[config.mk]
export PLATFORM = sky130hd
export DESIGN_NAME = regfile_wb_sched
export DESIGN_NICKNAME = d
export VERILOG_FILES = /design/src/rtl/regfile_wb_sched_pkg.sv /design/src/rtl/regfile_wb_sched_fifo.sv /design/src/rtl/regfile_wb_sched.sv
export SDC_FILE = /design/constraint.sdc
export NUM_CORES = 1
export LEC_CHECK = 0
export CORE_MARGIN = 5
export CORE_UTILIZATION = 50
export CTS_BUF_LIST = sky130_fd_sc_hd__clkbuf_8
export DETAILED_ROUTE_END_ITERATION = 12
export PLACE_DENSITY_LB_ADDON = 0.3
export SYNTH_ARGS = -nofsm -noshare
export SYNTH_HDL_FRONTEND = slang
export SYNTH_SLANG_ARGS = --single-unit
[constraint.sdc]
create_clock -name clk -period 1.9 [get_ports clk]
set_input_delay 0.19 -clock clk [delete_from_list [all_inputs] [get_ports clk]]
set_output_delay 0.19 -clock clk [all_outputs]
set_load 0.05 [all_outputs]
[src/rtl/regfile_wb_sched_pkg.sv]
// Shared types and constants for the register-file write-port scheduler.
package regfile_wb_sched_pkg;

    localparam int DW = 32;
    localparam int AW = 5;
    localparam int NREG = 2 ** AW;
    localparam logic [AW-1:0] REG_ZERO = '0;

    typedef struct packed {
        logic [AW-1:0] addr;
        logic [DW-1:0] data;
    } wb_req_t;

endpackage

[src/rtl/regfile_wb_sched_fifo.sv]
// Small synchronous FIFO buffering mul/div results awaiting the write port.
module wb_fifo
    import regfile_wb_sched_pkg::*;
#(
    parameter int DEPTH = 2,
    parameter int CW    = $clog2(DEPTH + 1)
) (
    input  logic          clk,
    input  logic          rst,
    input  logic          push,
    input  wb_req_t       din,
    input  logic          pop,
    output wb_req_t       dout,
    output logic          full,
    output logic          empty,
    output logic [CW-1:0] count
);

    localparam int PW = $clog2(DEPTH);

    wb_req_t       mem_q [DEPTH];
    wb_req_t       mem_d [DEPTH];
    logic [PW-1:0] wptr_q, wptr_d;
    logic [PW-1:0] rptr_q, rptr_d;
    logic [CW-1:0] count_q, count_d;

    // Caller only pushes when not full and pops when not empty.
    always_comb begin
        mem_d   = mem_q;
        wptr_d  = wptr_q;
        rptr_d  = rptr_q;
        if (push) begin
            mem_d[wptr_q] = din;
            wptr_d        = wptr_q + 1'b1;
        end
        if (pop) begin
            rptr_d = rptr_q + 1'b1;
        end
        count_d = count_q + CW'(push) - CW'(pop);
    end

    always_ff @(posedge clk) begin
        if (rst) begin
            mem_q   <= '{default: '0};
            wptr_q  <= '0;
            rptr_q  <= '0;
            count_q <= '0;
        end else begin
            mem_q   <= mem_d;
            wptr_q  <= wptr_d;
            rptr_q  <= rptr_d;
            count_q <= count_d;
        end
    end

    assign dout  = mem_q[rptr_q];
    assign full  = (count_q == CW'(DEPTH));
    assign empty = (count_q == '0);
    assign count = count_q;

endmodule

[src/rtl/regfile_wb_sched.sv]
// Shares the regfile write port between WB and mul/div results, and
// scoreboards outstanding mul/div destinations to stall decode on hazards.
module regfile_wb_sched
    import regfile_wb_sched_pkg::*;
#(
    parameter int FIFO_DEPTH   = 2,
    parameter int STARVE_LIMIT = 4
) (
    input  logic            clk,
    input  logic            rst,
    input  logic            pipe_we,
    input  logic [AW-1:0]   pipe_waddr,
    input  logic [DW-1:0]   pipe_wdata,
    input  logic            md_issue,
    input  logic [AW-1:0]   md_issue_rd,
    input  logic            md_valid,
    input  logic [AW-1:0]   md_waddr,
    input  logic [DW-1:0]   md_wdata,
    output logic            md_ready,
    input  logic [AW-1:0]   dec_rs,
    input  logic [AW-1:0]   dec_rt,
    input  logic [AW-1:0]   dec_rd,
    input  logic            dec_wr,
    output logic            stall_dec,
    output logic            rf_we,
    output logic [AW-1:0]   rf_waddr,
    output logic [DW-1:0]   rf_wdata,
    output logic [NREG-1:0] busy_vec
);

    localparam int CW = $clog2(FIFO_DEPTH + 1);
    localparam int SW = $clog2(STARVE_LIMIT + 1);

    logic            pipe_eff;
    logic            arb_pipe;
    logic            fifo_push;
    logic            fifo_pop;
    logic            fifo_full;
    logic            fifo_empty;
    logic [CW-1:0]   fifo_count;
    wb_req_t         push_req;
    wb_req_t         head;
    logic [NREG-1:0] busy_q, busy_d;
    logic [SW-1:0]   starve_q, starve_d;
    logic            starve_sat;

    assign pipe_eff  = pipe_we & (pipe_waddr != REG_ZERO);
    assign arb_pipe  = ~rst & pipe_eff;
    assign fifo_pop  = ~rst & ~pipe_eff & ~fifo_empty;
    assign md_ready  = ~rst & (fifo_count < CW'(FIFO_DEPTH));
    // r0 results complete the handshake but never occupy a slot.
    assign fifo_push = md_valid & md_ready & (md_waddr != REG_ZERO);
    assign push_req  = '{addr: md_waddr, data: md_wdata};

    wb_fifo #(
        .DEPTH (FIFO_DEPTH),
        .CW    (CW)
    ) u_fifo (
        .clk   (clk),
        .rst   (rst),
        .push  (fifo_push),
        .din   (push_req),
        .pop   (fifo_pop),
        .dout  (head),
        .full  (fifo_full),
        .empty (fifo_empty),
        .count (fifo_count)
    );

    always_comb begin
        rf_we    = 1'b0;
        rf_waddr = '0;
        rf_wdata = '0;
        unique case (1'b1)
            arb_pipe: begin
                rf_we    = 1'b1;
                rf_waddr = pipe_waddr;
                rf_wdata = pipe_wdata;
            end
            fifo_pop: begin
                rf_we    = 1'b1;
                rf_waddr = head.addr;
                rf_wdata = head.data;
            end
            default: ;
        endcase
    end

    // Clear before set so a reissue to the retiring register stays busy.
    always_comb begin
        busy_d = busy_q;
        if (fifo_pop) begin
            busy_d[head.addr] = 1'b0;
        end
        if (md_issue && (md_issue_rd != REG_ZERO)) begin
            busy_d[md_issue_rd] = 1'b1;
        end
        busy_d[REG_ZERO] = 1'b0;
    end

    assign starve_sat = (starve_q == SW'(STARVE_LIMIT));

    always_comb begin
        starve_d = starve_q;
        if (fifo_empty || fifo_pop) begin
            starve_d = '0;
        end else if (pipe_eff && !starve_sat) begin
            starve_d = starve_q + 1'b1;
        end
    end

    always_ff @(posedge clk) begin
        if (rst) begin
            busy_q   <= '0;
            starve_q <= '0;
        end else begin
            busy_q   <= busy_d;
            starve_q <= starve_d;
        end
    end

    assign stall_dec = ~rst & (busy_q[dec_rs] | busy_q[dec_rt]
                     | (dec_wr & busy_q[dec_rd])
                     | fifo_full | starve_sat);
    assign busy_vec  = busy_q;

endmodule

---- Word level (Yosys, flattened, before mapping) ----
Index checks and enable logic that the tools add are counted.
word-level totals
  register bits ........................... 113
  input port bits ......................... 100
  output and inout port bits .............. 72
cells by class
  add/subtract/negate cells ............... 5
  order comparisons ....................... 11
  equal/unequal tests ..................... 2
  multiplexer cells ....................... 21
  bitwise logic cells ..................... 21
  reductions and logical operators ........ 13
operators with widths
  operator                                             number
  two-way mux 37 bit                                   4
  bitwise mux 74 bit                                   1
  two-way mux 32 bit                                   2
  case mux 32 bit (2 select lines)                     1
  demux 37 bit (select 1 bit)                          1
  bitwise AND 32 bit                                   1
  NOT 32 bit                                           1
  OR 32 bit                                            1
  < comparator 5 x 6 -> 1 bit, second input constant   5
  binary-select mux 1 bit (select 5 bit)               3
  nonzero test 5 bit                                   3
  demux 1 bit (select 5 bit)                           2
  >= comparator 5 x 1 -> 1 bit, second input constant  2
  case mux 5 bit (2 select lines)                      1
  bitwise AND 1 bit                                    9
  two-way mux 1 bit                                    6
  logical AND 1 bit                                    5
  >= comparator 2 bit, second input constant           2
  NOT 1 -> 2 bit                                       2
  OR 1 bit                                             4
  OR reduction 2 bit                                   2
  adder 3 x 1 -> 3 bit, second input constant          1
  equality test 3 bit, second input constant           1
  NOT 1 bit                                            3
  other kinds (9)                                      10

---- Longest topological paths before layout ----
  word-level depth ........................ 13
  gate-level depth with buffers ........... 9
  depth with buffers taken out ............ 8

---- Modules after synthesis ----
A second synthesis with hierarchy kept.
unflattened totals
  cells, all modules ...................... 701
  area, all modules ....................... 5861.9 sq um
by module, submodules not included
  module            instances  cells each  area an instance (sq um)  seq. area each (sq um)
  wb_fifo           1          383         3171.8                    1561.5
  regfile_wb_sched  1          318         2690.1                    680.7

---- Least setup slack after synthesis ----
No wires, ideal clock.
  kind .................................... input to output
  from .................................... input pipe_waddr[1]
  to ...................................... output rf_waddr[0]
  arrival time ............................ 2.422 ns
  slack ................................... -0.712 ns
  cell stages on the path ................. 6
  path buffers ............................ 1
  path through ............................ or4_1 o21ai_1 and2b_1 nand2_2 clkbuf_1 o21ai_0
on the way
  cells in the longest elaborated chain, start to end .. 6
  elaborated cells between the ends (all ways) .. 7
  classes of those cells .................. mux (1); bitwise (5); reduce/logical (1)
ends and longest elaborated chain
  element                              RTL line                text
  from (decl)                          regfile_wb_sched.sv:12  input logic [AW-1:0] pipe_waddr,
  nonzero test 5 bit (*)               regfile_wb_sched.sv:47  assign pipe_eff = pipe_we & (pipe_waddr != REG_ZERO);
  bitwise AND 1 bit (*)                regfile_wb_sched.sv:47
  NOT 1 bit                            regfile_wb_sched.sv:49  assign fifo_pop = ~rst & ~pipe_eff & ~fifo_empty;
  bitwise AND 1 bit (2 in series)      regfile_wb_sched.sv:49
  case mux 5 bit (2 select lines) (*)  regfile_wb_sched.sv:74  unique case (1'b1)
  to (decl)                            regfile_wb_sched.sv:26  output logic [AW-1:0] rf_waddr,
Every way passes the cells marked *; elsewhere a longest branch is shown, timed or not.

---- Worst setup path in the final report ----
  from .................................... input dec_rt[1]
  to ...................................... output stall_dec
on the way
  cells in the longest elaborated chain, start to end .. 7
ends and longest elaborated chain
  element                                  RTL line                 text
  from (decl)                              regfile_wb_sched.sv:21   input logic [AW-1:0] dec_rt,
  binary-select mux 1 bit (select 5 bit)   regfile_wb_sched.sv:122  assign stall_dec = ~rst & (busy_q[dec_rs] | busy_q[dec_rt]
  two-way mux 1 bit (not written as such)  regfile_wb_sched.sv:122
  OR 1 bit                                 regfile_wb_sched.sv:122
  OR 1 bit                                 regfile_wb_sched.sv:123  | (dec_wr & busy_q[dec_rd])
  OR 1 bit (2 in series)                   regfile_wb_sched.sv:124  | fifo_full | starve_sat);
  bitwise AND 1 bit                        regfile_wb_sched.sv:122
  to (decl)                                regfile_wb_sched.sv:24   output logic stall_dec,
No other way between the ends. The select of a mux whose other input is x is not followed.

==> impl_metrics.py <==
metrics = {
    "critical_path": {
        "critPathCaptureType": "output port",
        "arrival_ns": 2.14,
        "crit_path_max_incr_delay_ns": 0.51,
        "slowest_stage": "clkdlybuf4s50_1",
        "r2r_slack_ns": 0.15,
        "path_cells": "clkdlybuf4s50_1 -> buf_12 -> mux4_2 -> nor3b_1 -> a31oi_1 -> nand4_1 -> a41oi_4 -> buf_6",
        "cp_max_fo": 8,
        "worstReg2RegEnd": "u_fifo.mem_q[66]$_SDFFE_PP0P_",
        "r2r_start": "u_fifo.count[1]$_SDFF_PP0_",
        "critPathLaunchType": "input port",
        "r2r_cells": 6,
        "crit_type": "input port to output port",
        "required_ns": 1.71,
    },
    "floorplan": {
        "initial_core_util_pct": 50.8,
        "die_w_um": 120,
        "die_area_um2": 14500,
        "core_um2": 12000,
        "core.rowCount": 40,
        "top_level_ports": 172,
        "die-height_um": 120,
    },
    "flow_run": {
        "cap_violations": 0,
    },
    "clock_network": {
        "cts_hold_repair.buffers": 0,
        "clkSlewWorstSetupHoldPaths_ns": 0.12,
        "cts_root_buf": "clkbuf_8",
        "cts.sinks": 112,
        "htree_levels": 3,
        "clockBufferDepth": 2,
        "cts-buffers-inserted": 9,
        "worstSkewPairLatency_ns": 0.41,
        "cts_tree": "done",
    },
    "cells_and_area": {
        "regArea_um2": 2310,
        "final_net_count": 1062,
        "syn_to_final_growth_pct": 60.2,
        "nFillCells": 735,
        "num_antenna_cells": 0,
        "layout-drive-gt1-share_pct": 30.8,
        "utilization_pct": 81.4,
        "multi_input_area_um2": 4120,
    },
    "timing": {
        "hold_viol": 0,
        "fin_crit_sh_pct": 123,
        "slew_headroom_pct": 59.0,
        "fmax_mhz": 429,
        "setup_slack_ns": -0.431,
        "slew_viol_final": 0,
        "worst_slew_pin_slew_ns": 0.615,
        "setup_viol": 38,
        "fin_crit_ns": 2.33,
        "rsz0062_at_grt": "true",
        "final.setup_skew_ns": 0.0162,
    },
    "grt": {
        "overflow": 0,
        "first_global_vias": 6863,
        "grt_antenna_before_repair": 0,
        "grt.total_usage_pct": 31.3,
        "grt_pass1_wl_mm": 35.7,
        "grt_max_degree": 56,
    },
    "routing": {
        "drt_iter0_markers": 570,
        "wire_per_inst_um": 20.6,
        "first_pass_iters": 8,
        "vias": 6625,
        "routed-wl-met3_mm": 1.61,
        "dr_wl_met2_mm": 11.7,
        "met1Wirelength_mm": 8.43,
        "antenna_left": 0,
        "drcViolationCount": 0,
        "highest_layer": "met4",
        "vias_per_cell": 5.96,
        "wl_mm": 22.9,
    },
    "synthesis": {
        "synth_xor_area_share_pct": 0.574,
        "synth.distinct_cells": 57,
        "yosys.area_share.simple_pct": 21.9,
        "netlist.area_leader.share_pct": 36.7,
        "synthFlopType": "dfxtp_1",
        "synth.ff_latch_count": 112,
        "synth-compound-area-share_pct": 19.3,
        "muxShareOfSynthArea_pct": 15.4,
        "ys_warn_count": 0,
        "netlist_area_um2": 6100,
        "synthCells": 755,
        "synthAdderAreaFrac_pct": 0.615,
        "yosysTopAreaCell": "dfxtp_1",
        "synth_top_family_by_area": "simple AND/OR/NAND/NOR gates",
        "syn_avg_cell_area_um2": 8.08,
        "synth-edff-count": 0,
        "synth-seq-area-share_pct": 36.7,
        "synthArstFlopShare_pct": 0,
        "synth_nets": 858,
        "ys_top_cells_by_area": "dfxtp_1, nand2_1, mux2i_1",
    },
    "placement": {
        "dp_slack_ns": -0.656,
        "dpl.hpwl_mm": 16.6,
        "gp_congestion": 0.932,
        "io_buffers": 170,
    },
    "power_and_ir_drop": {
        "p_leak_nw": 3.47,
        "cellPowerDensity_nw_per_um2": 551,
        "ir_drop_v": 0.000506,
    },
    "outcome": {
        "outcome": "finished with violations",
        "violations": "negative setup slack",
    },
    "hold_path": {
        "worstHoldEndpoint": "u_fifo.mem_q[51]$_SDFFE_PP0P_",
        "holdCritStartpoint": "rst",
        "hold_class": "input port to flop",
        "holdPathStages": 3,
    },
}
[worst max-delay path: cells and delay by family]
kind,cells,cell delay [ns]
buffers and inverters,3,0.84
multiplexers,1,0.51
AND/OR/NAND/NOR,2,0.40
AO/OA/AOI/OAI,2,0.20
[routing by layer]
| metal | global-route usage [%] | up-vias |
|---|---|---|
| met2 | 55.5 | 361 |
| met1 | 34.9 | 3152 |
| met4 | 15.6 | 0 |
| li1 | - | 3020 |
| met3 | 7.53 | 92 |
| met5 | 0 | - |
[synthesized netlist by cell type, types with 5 or more instances]
library cell,count
nand2_1,216
dfxtp_1,112
a21oi_1,93
o21ai_0,58
mux2i_1,52
clkbuf_1,25
nand2_2,21
a21oi_2,20
buf_2,17
mux4_2,16
o21ai_1,12
nor2_1,11
inv_1,10
nor2b_1,8
nor3b_1,6
mux2_2,5
nand3b_1,5
[how the worst max path moves through the flow]
stage	start	to	slack, ns	depth (start not counted)
after CTS	busy_vec[27]$_SDFF_PP0_	stall_dec	-0.46	6
after global routing	busy_vec[27]$_SDFF_PP0_	stall_dec	-0.48	6
final	dec_rt[1]	stall_dec	-0.43	8
after floorplan	pipe_waddr[1]	rf_wdata[19]	-0.20	5
after global placement	dec_rd[2]	stall_dec	-0.64	7
after detailed placement	pipe_waddr[1]	rf_wdata[11]	-0.66	8
[flip-flops by register name, indices dropped and copies added, names as in the netlist]
signal and count:
u_fifo.count 2, u_fifo.wptr_q 1, u_fifo.rptr_q 1, starve_q 3, busy_vec 31, u_fifo.mem_q 74
[stage by stage]
| stage | TNS, ns | total power [mW] | area [um^2] | hold slack (ns) | cells |
|---|---|---|---|---|---|
| 5_1_grt | -5.74 | 5.56 | 9770 | 0.342 | 1111 |
| 4_1_cts | -4.32 | 5.35 | 9700 | 0.321 | 1111 |
| 3_5_place_dp | -52.82 | 3.87 | 9190 | 0.448 | 1080 |
| 2_1_floorplan | -1.43 | 3.22 | 6580 | 0.326 | 755 |
| 3_3_place_gp | -45.76 | 3.83 | 9190 | 0.441 | 1080 |
| 6_report | -4.40 | 5.39 | 9770 | 0.330 | 1111 |
[layout make-up]
type | instances | area share (%)
Timing Repair Buffer | 242 | 29.8
Clock buffer | 10 | 1.41
Sequential cell | 112 | 23.7
Multi-Input combinational cell | 583 | 42.2
Clock inverter | 6 | 0.602
Tap cell | 147 | 1.88
Inverter | 11 | 0.448
[cell usage in the layout, fill, tap and decap left out, types with 5 or more instances in the layout]
| master | netlist | layout |
|---|---|---|
| mux2i_1 | 52 | 47 |
| buf_12 | 3 | 58 |
| nor2_1 | 11 | 9 |
| mux2_2 | 5 | 5 |
| dfxtp_4 | 0 | 12 |
| nand2_1 | 216 | 216 |
| buf_4 | 1 | 50 |
| nor3b_1 | 6 | 6 |
| dfxtp_2 | 0 | 20 |
| dfxtp_1 | 112 | 80 |
| nand3b_1 | 5 | 5 |
| nand2_2 | 21 | 20 |
| clkbuf_8 | 0 | 10 |
| nor2b_1 | 8 | 6 |
| dlygate4sd2_1 | 0 | 7 |
| clkdlybuf4s50_1 | 0 | 114 |
| mux4_2 | 16 | 16 |
| o21ai_4 | 0 | 38 |
| o21ai_0 | 58 | 32 |
| inv_1 | 10 | 10 |
| mux2i_2 | 0 | 5 |
| a21oi_2 | 20 | 23 |
| a21oi_1 | 93 | 90 |
[report_power, final]
part           total [mW]  switching, mW  internal, mW
clock network        1.46          0.911         0.547
registers            2.47         0.0659          2.40
logic                1.46          0.771         0.689
total                5.39           1.75          3.64
[cells by family after synthesis]
kind of cell	after synthesis
AO/OA/AOI/OAI	203
XOR/XNOR	4
adder cells (fa/ha/maj)	3
buffers and inverters	62
flip-flops	112
multiplexers	73
other	1
AND/OR/NAND/NOR	297
[repair_timing]
action                     4_1_cts  5_1_grt
cloned                           4        0
setup endpoints to repair       51       43
hold endpoints to repair         0        0
resized for setup               57       18
pin swaps                       20        6
setup buffers                   11        0
No activity file was read; power rests on OpenSTA's default activity.
